===== src/rtl/perf_pkg.sv =====
// Shared definitions for the Wishbone latency probe: register offsets, CTRL bits,
// probe FSM states and the log2 histogram binning helper.
package perf_pkg;

    localparam logic [3:0] REG_CTRL  = 4'd0;
    localparam logic [3:0] REG_COUNT = 4'd1;
    localparam logic [3:0] REG_TOTAL = 4'd2;
    localparam logic [3:0] REG_MIN   = 4'd3;
    localparam logic [3:0] REG_MAX   = 4'd4;
    localparam logic [3:0] REG_LAST  = 4'd5;
    localparam logic [3:0] REG_ABORT = 4'd6;

    localparam int CTRL_EN_BIT  = 0;
    localparam int CTRL_CLR_BIT = 1;

    typedef enum logic {
        IDLE,
        BUSY
    } probe_state_t;

    // floor(log2 lat) clamped to bin 7; a latency of 0 never occurs.
    function automatic logic [2:0] hist_bin(input logic [31:0] lat);
        logic [2:0] bin;
        bin = 3'd0;
        for (int k = 1; k < 8; k++) begin
            if (lat >= (32'd1 << k)) bin = 3'(k);
        end
        return bin;
    endfunction

endpackage


===== src/rtl/lat_hist.sv =====
// Eight wrapping 32-bit histogram bins indexed by floor(log2 latency).
// Only compiled when WB_LAT_PROBE_HIST_EN is defined.
`ifdef WB_LAT_PROBE_HIST_EN
module lat_hist
    import perf_pkg::*;
(
    input  logic        clk,
    input  logic        rst,
    input  logic        clr,
    input  logic        done,
    input  logic [31:0] lat,
    input  logic [2:0]  sel,
    output logic [31:0] bin_q
);

    logic [31:0] bins [8];
    logic [2:0]  bin_idx;

    assign bin_idx = hist_bin(lat);

    always_ff @(posedge clk) begin
        if (rst || clr) begin
            for (int k = 0; k < 8; k++) bins[k] <= '0;
        end else if (done) begin
            bins[bin_idx] <= bins[bin_idx] + 32'd1;
        end
    end

    assign bin_q = bins[sel];

endmodule
`endif


===== src/rtl/wb_lat_probe.sv =====
// Passive per-access latency probe on a monitored Wishbone master, with a slave
// register window for statistics. Define WB_LAT_PROBE_HIST_EN to add the histogram.
module wb_lat_probe
    import perf_pkg::*;
#(
    parameter logic [31:0] BASE_ADR = 32'h9900_0020,
    parameter int          LAT_W    = 16,
    parameter int          TOT_W    = 32
) (
    input  logic        clk,
    input  logic        rst,
    input  logic [31:0] wb_adr,
    input  logic [31:0] wb_dat_o,
    input  logic        wb_we,
    input  logic        wb_stb,
    output logic [31:0] wb_dat_i,
    output logic        wb_ack,
    output logic        wb_rty,
    output logic        wb_err,
    input  logic        mon_cyc,
    input  logic        mon_stb,
    input  logic        mon_ack
);

`ifdef WB_LAT_PROBE_HIST_EN
    localparam logic [31:0] WIN_BYTES = 32'd64;
`else
    localparam logic [31:0] WIN_BYTES = 32'd32;
`endif

    probe_state_t       state, state_nxt;
    logic [LAT_W-1:0]   lat, lat_nxt, done_lat;
    logic               done, abort_evt;

    logic               en;
    logic [31:0]        count, aborts, min_q;
    logic [TOT_W-1:0]   total;
    logic [TOT_W:0]     tot_sum;
    logic [LAT_W-1:0]   max_q, last_q;

    logic [31:0]        adr_off, rd_data;
    logic [3:0]         word;
    logic               access, wr_ctrl, clr;
    logic               unused_dat;

    assign wb_rty = 1'b0;
    assign wb_err = 1'b0;

    // Ack is forced low for the cycle after an ack so a held strobe gets one ack per transfer.
    assign adr_off = wb_adr - BASE_ADR;
    assign word    = adr_off[5:2];
    assign access  = wb_stb && !wb_ack && (wb_adr >= BASE_ADR) && (adr_off < WIN_BYTES);
    assign wr_ctrl = access && wb_we && (word == REG_CTRL);
    assign clr     = wr_ctrl && wb_dat_o[CTRL_CLR_BIT];
    assign unused_dat = &{1'b0, wb_dat_o[31:2]};

    always_comb begin
        state_nxt = state;
        lat_nxt   = lat;
        done      = 1'b0;
        done_lat  = '0;
        abort_evt = 1'b0;
        if (!en) begin
            state_nxt = IDLE;
            lat_nxt   = '0;
        end else begin
            case (state)
                IDLE: begin
                    if (mon_cyc && mon_stb) begin
                        if (mon_ack) begin
                            done     = 1'b1;
                            done_lat = LAT_W'(1);
                        end else begin
                            state_nxt = BUSY;
                            lat_nxt   = LAT_W'(1);
                        end
                    end
                end
                BUSY: begin
                    if (!mon_cyc) begin
                        abort_evt = 1'b1;
                        state_nxt = IDLE;
                        lat_nxt   = '0;
                    end else if (mon_ack) begin
                        done      = 1'b1;
                        done_lat  = (lat == '1) ? lat : lat + LAT_W'(1);
                        state_nxt = IDLE;
                        lat_nxt   = '0;
                    end else if (mon_stb) begin
                        lat_nxt = (lat == '1) ? lat : lat + LAT_W'(1);
                    end
                end
                default: begin
                    state_nxt = IDLE;
                    lat_nxt   = '0;
                end
            endcase
        end
    end

    always_ff @(posedge clk) begin
        if (rst || clr) begin
            state <= IDLE;
            lat   <= '0;
        end else begin
            state <= state_nxt;
            lat   <= lat_nxt;
        end
    end

    always_ff @(posedge clk) begin
        if (rst) en <= 1'b1;
        else if (wr_ctrl) en <= wb_dat_o[CTRL_EN_BIT];
    end

    // CLR has priority, so a completion or abort in the same cycle is dropped.
    assign tot_sum = {1'b0, total} + (TOT_W+1)'(done_lat);

    always_ff @(posedge clk) begin
        if (rst || clr) begin
            count  <= '0;
            total  <= '0;
            min_q  <= '1;
            max_q  <= '0;
            last_q <= '0;
            aborts <= '0;
        end else begin
            if (done) begin
                count  <= count + 32'd1;
                total  <= tot_sum[TOT_W] ? '1 : tot_sum[TOT_W-1:0];
                last_q <= done_lat;
                if (32'(done_lat) < min_q) min_q <= 32'(done_lat);
                if (done_lat > max_q) max_q <= done_lat;
            end
            if (abort_evt) aborts <= aborts + 32'd1;
        end
    end

`ifdef WB_LAT_PROBE_HIST_EN
    logic [31:0] hist_q;

    lat_hist u_hist (
        .clk   (clk),
        .rst   (rst),
        .clr   (clr),
        .done  (done),
        .lat   (32'(done_lat)),
        .sel   (word[2:0]),
        .bin_q (hist_q)
    );
`endif

    always_comb begin
        rd_data = '0;
        case (word)
            REG_CTRL:  rd_data = {31'd0, en};
            REG_COUNT: rd_data = count;
            REG_TOTAL: rd_data = 32'(total);
            REG_MIN:   rd_data = min_q;
            REG_MAX:   rd_data = 32'(max_q);
            REG_LAST:  rd_data = 32'(last_q);
            REG_ABORT: rd_data = aborts;
            default:   rd_data = '0;
        endcase
`ifdef WB_LAT_PROBE_HIST_EN
        if (word[3]) rd_data = hist_q;
`endif
    end

    always_ff @(posedge clk) begin
        if (rst) begin
            wb_ack   <= 1'b0;
            wb_dat_i <= '0;
        end else begin
            wb_ack   <= access;
            wb_dat_i <= access ? rd_data : '0;
        end
    end

endmodule

===== config.mk =====
export PLATFORM = sky130hd
export DESIGN_NAME = wb_lat_probe
export DESIGN_NICKNAME = d
export VERILOG_FILES = /design/src/rtl/perf_pkg.sv /design/src/rtl/lat_hist.sv /design/src/rtl/wb_lat_probe.sv
export SDC_FILE = /design/constraint.sdc
export NUM_CORES = 1
export LEC_CHECK = 0
export CORE_ASPECT_RATIO = 0.6
export CORE_MARGIN = 2
export CORE_UTILIZATION = 58
export CTS_CLUSTER_DIAMETER = 150
export DETAILED_ROUTE_END_ITERATION = 8
export MAX_ROUTING_LAYER = met4
export PLACE_DENSITY = 0.81
export SYNTH_ARGS = -nofsm -noshare
export SYNTH_HDL_FRONTEND = slang
export SYNTH_SLANG_ARGS = --single-unit
export TNS_END_PERCENT = 10

===== constraint.sdc =====
create_clock -name clk -period 5.4 [get_ports clk]
set_clock_uncertainty 0.05 [all_clocks]
set_input_delay 1.08 -clock clk [delete_from_list [all_inputs] [get_ports clk]]
set_output_delay 1.08 -clock clk [all_outputs]
set_load 0.01 [all_outputs]

; ---- Yosys cells after proc, flatten, opt, wreduce, memory -nomap -nowiden
; Index checks and enable logic that the tools add are counted.
[classes]
n_div = 0
reduce_logical = 15
order_cmp = 4
addsub = 5
n_mul = 0
n_eq_ne = 10
muxes = 27
bitwise = 3
shifts = 0
[op_table]
columns = op, n
row1 = $pmux 32 s7, 1
row2 = $mux 16, 9
row3 = $add 32x1->32 const B, 2
row4 = $pmux 16 s2, 2
row5 = $add 32x16->33, 1
row6 = $ge 32x32->1 const B, 1
row7 = $lt 16x32->1, 1
row8 = $lt 32x6->1 const B, 1
row9 = $mux 32, 1
row10 = $sub 32x32->32 const B, 1
row11 = $add 16x1->16 const B, 1
row12 = $eq 16x16->1 const B, 1
row13 = $gt 16x16->1, 1
row14 = $eq 4x3->1 const B, 3
row15 = $mux 1, 12
row16 = $eq 4x2->1 const B, 2
row17 = $logic_and 1x1->1, 7
row18 = $eq 4x1->1 const B, 1
row19 = $logic_not 4->1, 1
row20 = $ne 2x2->1 const B, 2
row21 = $ne 4x4->1 const B, 1
row22 = $pmux 1 s2, 2
row23 = $reduce_and 2->1, 2
row24 = $reduce_or 2->1, 2
row25 = 4 further kinds, 6
[word_totals]
memories = 0
ff_bits = 211
in_bits = 71
ram_bits = 0
wordCells = 75
out_inout_bits = 35
latch_bits = 0
rom_bits = 0

; ---- Depth between registers and ports, before layout
[logic_depth]
depth_word = 9
mapped_depth = 17
ltp_nobuf = 17

; ---- Worst setup path after synthesis
; No wires, ideal clock.
[synth_timing]
path_kind = input port to flip-flop
from = input port mon_stb
to = register total[26]
t_required_ps = 5259
n_path_buf = 2
t_arrival_ps = 4131
path_stages = 14
setup_slack_ps = 1129
path_cell_list = o2111a_1 clkbuf_1 clkbuf_1 nand2_1 inv_1 ha_1 fa_1 a211oi_1 o21ai_0 nand4_1 a31o_2 a211oi_1 a31oi_1 a311oi_1
[synth_via]
elab_chain_len = 6
word_cells_on_any_way = 9
cone_classes = 1 x add/sub / 7 x mux / 1 x reduce/logical
[synth_rtl]
columns = item, line_no
row1 = from (decl), wb_lat_probe.sv:21  ; input logic mon_stb,
row2 = $logic_and 1x1->1, wb_lat_probe.sv:69  ; if (mon_cyc && mon_stb) begin
row3 = $mux 1, wb_lat_probe.sv:69
row4 = $pmux 16 s2, wb_lat_probe.sv:67  ; case (state)
row5 = $mux 16, wb_lat_probe.sv:63  ; if (!en) begin
row6 = named net done_lat[0], wb_lat_probe.sv:32  ; logic [LAT_W-1:0] lat, lat_nxt, done_lat;
row7 = $add 32x16->33, wb_lat_probe.sv:117  ; assign tot_sum = {1'b0, total} + (TOT_W+1)'(done_lat);
row8 = $mux 32, wb_lat_probe.sv:130  ; total <= tot_sum[TOT_W] ? '1 : tot_sum[TOT_W-1:0];
row9 = to (signal assigned), wb_lat_probe.sv:130
row10 = to (decl), wb_lat_probe.sv:37  ; logic [TOT_W-1:0] total;
; The timed path passes the listed nets, and every way through them passes these cells.
; A chain may end at the register's enable or synchronous reset.

; ---- Final worst setup path
[layout_timing]
from = register lat[0]
to = register total[29]
[layout_via]
elab_chain_len = 8
word_cells_on_any_way = 9
cone_classes = 2 x add/sub / 1 x eq/ne / 6 x mux
[layout_rtl]
columns = item, line_no
row1 = from (decl), wb_lat_probe.sv:32
row2 = from (signal assigned), wb_lat_probe.sv:107  ; lat <= lat_nxt;
row3 = $add 16x1->16 or $eq 16x16->1 (tied branches), wb_lat_probe.sv:86  ; done_lat = (lat == '1) ? lat : lat + LAT_W'(1);
row4 = $mux 16 (*), --
row5 = $mux 16 (*), wb_lat_probe.sv:84  ; end else if (mon_ack) begin
row6 = $mux 16 (*), wb_lat_probe.sv:80  ; if (!mon_cyc) begin
row7 = $pmux 16 s2 (*), wb_lat_probe.sv:67
row8 = $mux 16 (*), wb_lat_probe.sv:63
row9 = named net done_lat[3], wb_lat_probe.sv:32
row10 = $add 32x16->33 (*), wb_lat_probe.sv:117
row11 = $mux 32 (*), wb_lat_probe.sv:130
; Mark *: on every way through the listed nets, which the timed path passes. The rest lies on a longest branch.

==> metrics.md <==
| Metric | Value |
|---|---|
| Worst setup margin | `0.2103 ns` |
| Detailed-route vias per instance | `6.367` |
| WP data required | `5.70 ns` |
| DR WL/cell | `18.98 µm` |
| Slew headroom | `14.33%` |
| 1st-iter DRT viols | `1215` |
| CTS tree | `done` |
| GRT Resource Usage Total | `32.49%` |
| Switching Share | `24.69%` |
| Max IR drop VDD | `0.2324 mV` |
| Tcrit/Tclk final | `96.11%` |
| Status | `completed` |
| Combinational family with the most area after synthesis | `simple AND/OR/NAND/NOR gates` |
| Gate power share | `6.5%` |
| Vias | `10380` |
| Largest area contributor in the netlist | `dfxtp_1` |
| Post-Place Worst Slack | `0.3573 ns` |
| Max H-tree Level | `4` |
| GRT overflow | `0` |
| Startpoint class of the critical path | `register` |
| Pin count of the biggest net entering global routing | `49` |
| Synth top area share | `36.29%` |
| Most frequent cells after synthesis | `dfxtp_1 (196), nor2_1 (181), nand2_1 (116)` |
| DRT Pass-1 Iters | `8` |
| Multiplexer area fraction after synthesis | `0.4629%` |
| Vias in the first global route | `9177` |
| Syn-to-layout area delta | `14.84%` |
| Rows | `38` |
| Complex-gate fraction of the synthesized area | `21.58%` |
| Hold_buf cts | `0` |
| Hold Crit Class | `reg -> reg` |
| # IOs | `106` |
| Clock edge transition at the registers on the reported setup and hold paths | `0.08 ns` |
| Yosys reg bits | `196` |
| Setup Fix Bufs, Post-CTS | `0` |
| Share of post-route cells with drive strength above 1 | `6.115%` |
| HPWL Detailed | `22080 µm` |
| Final GP Congestion | `0.9685` |
| NumNets Final | `1500` |
| Crit Path Class | `reg -> reg` |
| MaxCap Viol Count | `0` |
| Core Util, Final | `68.36%` |
| Max Buffers Root-to-Sink | `2` |
| CTS root buffer | `clkbuf_16` |
| EDFF count, synth | `0` |
| Synth top area cells | `dfxtp_1 (36%), nor2_1 (6.3%), ha_1 (5.9%)` |
| Die Width | `180.3 µm` |
| Mapped Area | `10810 µm²` |
| Post_cts resized | `0` |
| Max-slew violations | `0` |
| Final Critical Period | `5.190 ns` |
| Internal Pwr Total | `2.283 mW` |
| Initial antenna violation count | `0` |
| Reg power frac | `48.8%` |
| Synth Area in Simple Gates | `23.10%` |
| Setup-failing EPs final | `0` |
| # port buffers | `71` |
| Primary FF master, synth | `dfxtp_1` |
| Clock sinks | `196` |
| Synth Area in XOR/XNOR | `7.210%` |
| Adder-Cell Fraction of Synth Area | `6.180%` |
| Final Hold Violating Endpoints | `0` |
| Starting Density | `59.53%` |
| Clock power frac | `44.7%` |
| Cell count after synthesis | `1321` |
| First-pass GRT wire length | `49360 µm` |
| Setup_tns | `0 ns` |
| Routed wire length | `30930 µm` |
| Fmax | `192.7 MHz` |
| Ant diodes | `0` |
| Count of different cell masters after synthesis | `74` |
| ANT nets after route | `0` |
| Cell with the most instances after synthesis | `dfxtp_1` |
| Syn Area/Cell | `8.184 µm²` |
| Psw | `0.7485 mW` |
| Pwr dens | `244.2 nW/µm²` |
| CP endpoint kind | `register` |
| Async SR Flop Fraction | `0%` |
| Die ar. | `19780 µm²` |
| Num CTS Buffers | `17` |
| Register area share after synthesis | `36.29%` |
| Pin slew with the least headroom to its limit | `1.280 ns` |
| Leakage power | `4.564 nW` |
| Worst skew pair latency | `0.45 ns` |
| Synth warn | `0` |
| Crit path max fanout | `13` |
| Crit path DAT | `5.49 ns` |
| DRC viols | `0` |
| Die Y-Extent | `109.8 µm` |
| Core Area | `18160 µm²` |
| RSZ-0062 raised after global routing | `false` |
==> final timing paths <==
check,cells past startpoint,startpoint,to,slack [ns]
worst max-delay path,14,lat[0],total[29],0.21
worst min-delay path,2,last_q[0],last_q[0],0.43
worst max register to register,14,lat[0],total[29],0.21
worst min register to register,2,last_q[0],last_q[0],0.43
==> flip-flops by register name, summed over array words and instances (netlist names) <==
register	count
aborts	32
count	32
total	32
wb_dat_i	32
min_q	17
last_q	16
lat	16
max_q	16
en	1
state	1
wb_ack	1
==> cell families after synthesis <==
group | Yosys count
other | 1
AND/OR/NAND/NOR | 523
multiplexers | 5
flip-flops | 196
AO/OA/AOI/OAI | 331
XOR/XNOR | 89
adder cells (fa/ha/maj) | 53
buffers and inverters | 123
==> power by group through the flow <==
stage / sequential (mW) / clock (mW) / combinational [mW]
2_1_floorplan: 1.50 / 0 / 0.126
3_3_place_gp: 1.51 / 0 / 0.187
3_5_place_dp: 1.51 / 0 / 0.191
4_1_cts: 1.48 / 1.36 / 0.193
5_1_grt: 1.48 / 1.42 / 0.214
6_report: 1.48 / 1.35 / 0.197
==> per-layer routing <==
| metal | routed length (µm) | up-vias | part of all wire, % | track usage, % |
|---|---|---|---|---|
| met5 | 0 | - | 0 | - |
| met2 | 12130 | 560 | 39 | 44.36 |
| li1 | - | 4923 | - | - |
| met4 | 370 | 0 | 1.2 | 6.912 |
| met1 | 14340 | 4850 | 46 | 47.67 |
| met3 | 4088 | 45 | 13 | 8.347 |
==> metrics by stage <==
stage | hold WS (ns) | area [µm²] | power, mW | std cells
after floorplan | 0.3866 | 10820 | 1.627 | 1322
final | 0.4257 | 12420 | 3.032 | 1630
after global routing | 0.4572 | 12420 | 3.116 | 1630
after CTS | 0.4245 | 12420 | 3.027 | 1630
after global placement | 0.3969 | 11800 | 1.698 | 1598
after detailed placement | 0.4125 | 11800 | 1.703 | 1598
==> area by class of cell <==
type | count | area (µm²)
Clock buffer | 18 | 429.2
Clock inverter | 14 | 188.9
Fill cell | 1449 | 5747
Inverter | 53 | 198.9
Multi-Input combinational cell | 1003 | 6364
Sequential cell | 196 | 3924
Tap cell | 240 | 300.3
Timing Repair Buffer | 106 | 1011
==> placed cells by master, fill, tap and decap left out, drive strengths merged, types with 37 or more instances in the layout <==
master,Yosys,layout
a21oi,69,69
a22oi,37,37
clkdlybuf4s50,0,71
dfxtp,196,196
ha,51,51
inv,53,60
nand2,116,116
nand3,57,57
nor2,181,181
nor3,44,44
o21ai,52,52
xor2,53,53
==> worst max-delay path, stage by stage, from the launching register on <==
cell and delay [ns]:
dfxtp_1 0.66, ha_1 0.30, nand3_1 0.11, or2_2 0.40, o2111ai_1 0.37, xor2_1 0.21
nor2_1 0.09, ha_1 0.27, a2111oi_0 0.54, o21ai_0 0.29, a2111oi_1 0.60, nor2_1 0.21
a221oi_2 0.61, nor2_1 0.12, a311oi_1 0.27
Power figures use the tool's default switching activity.
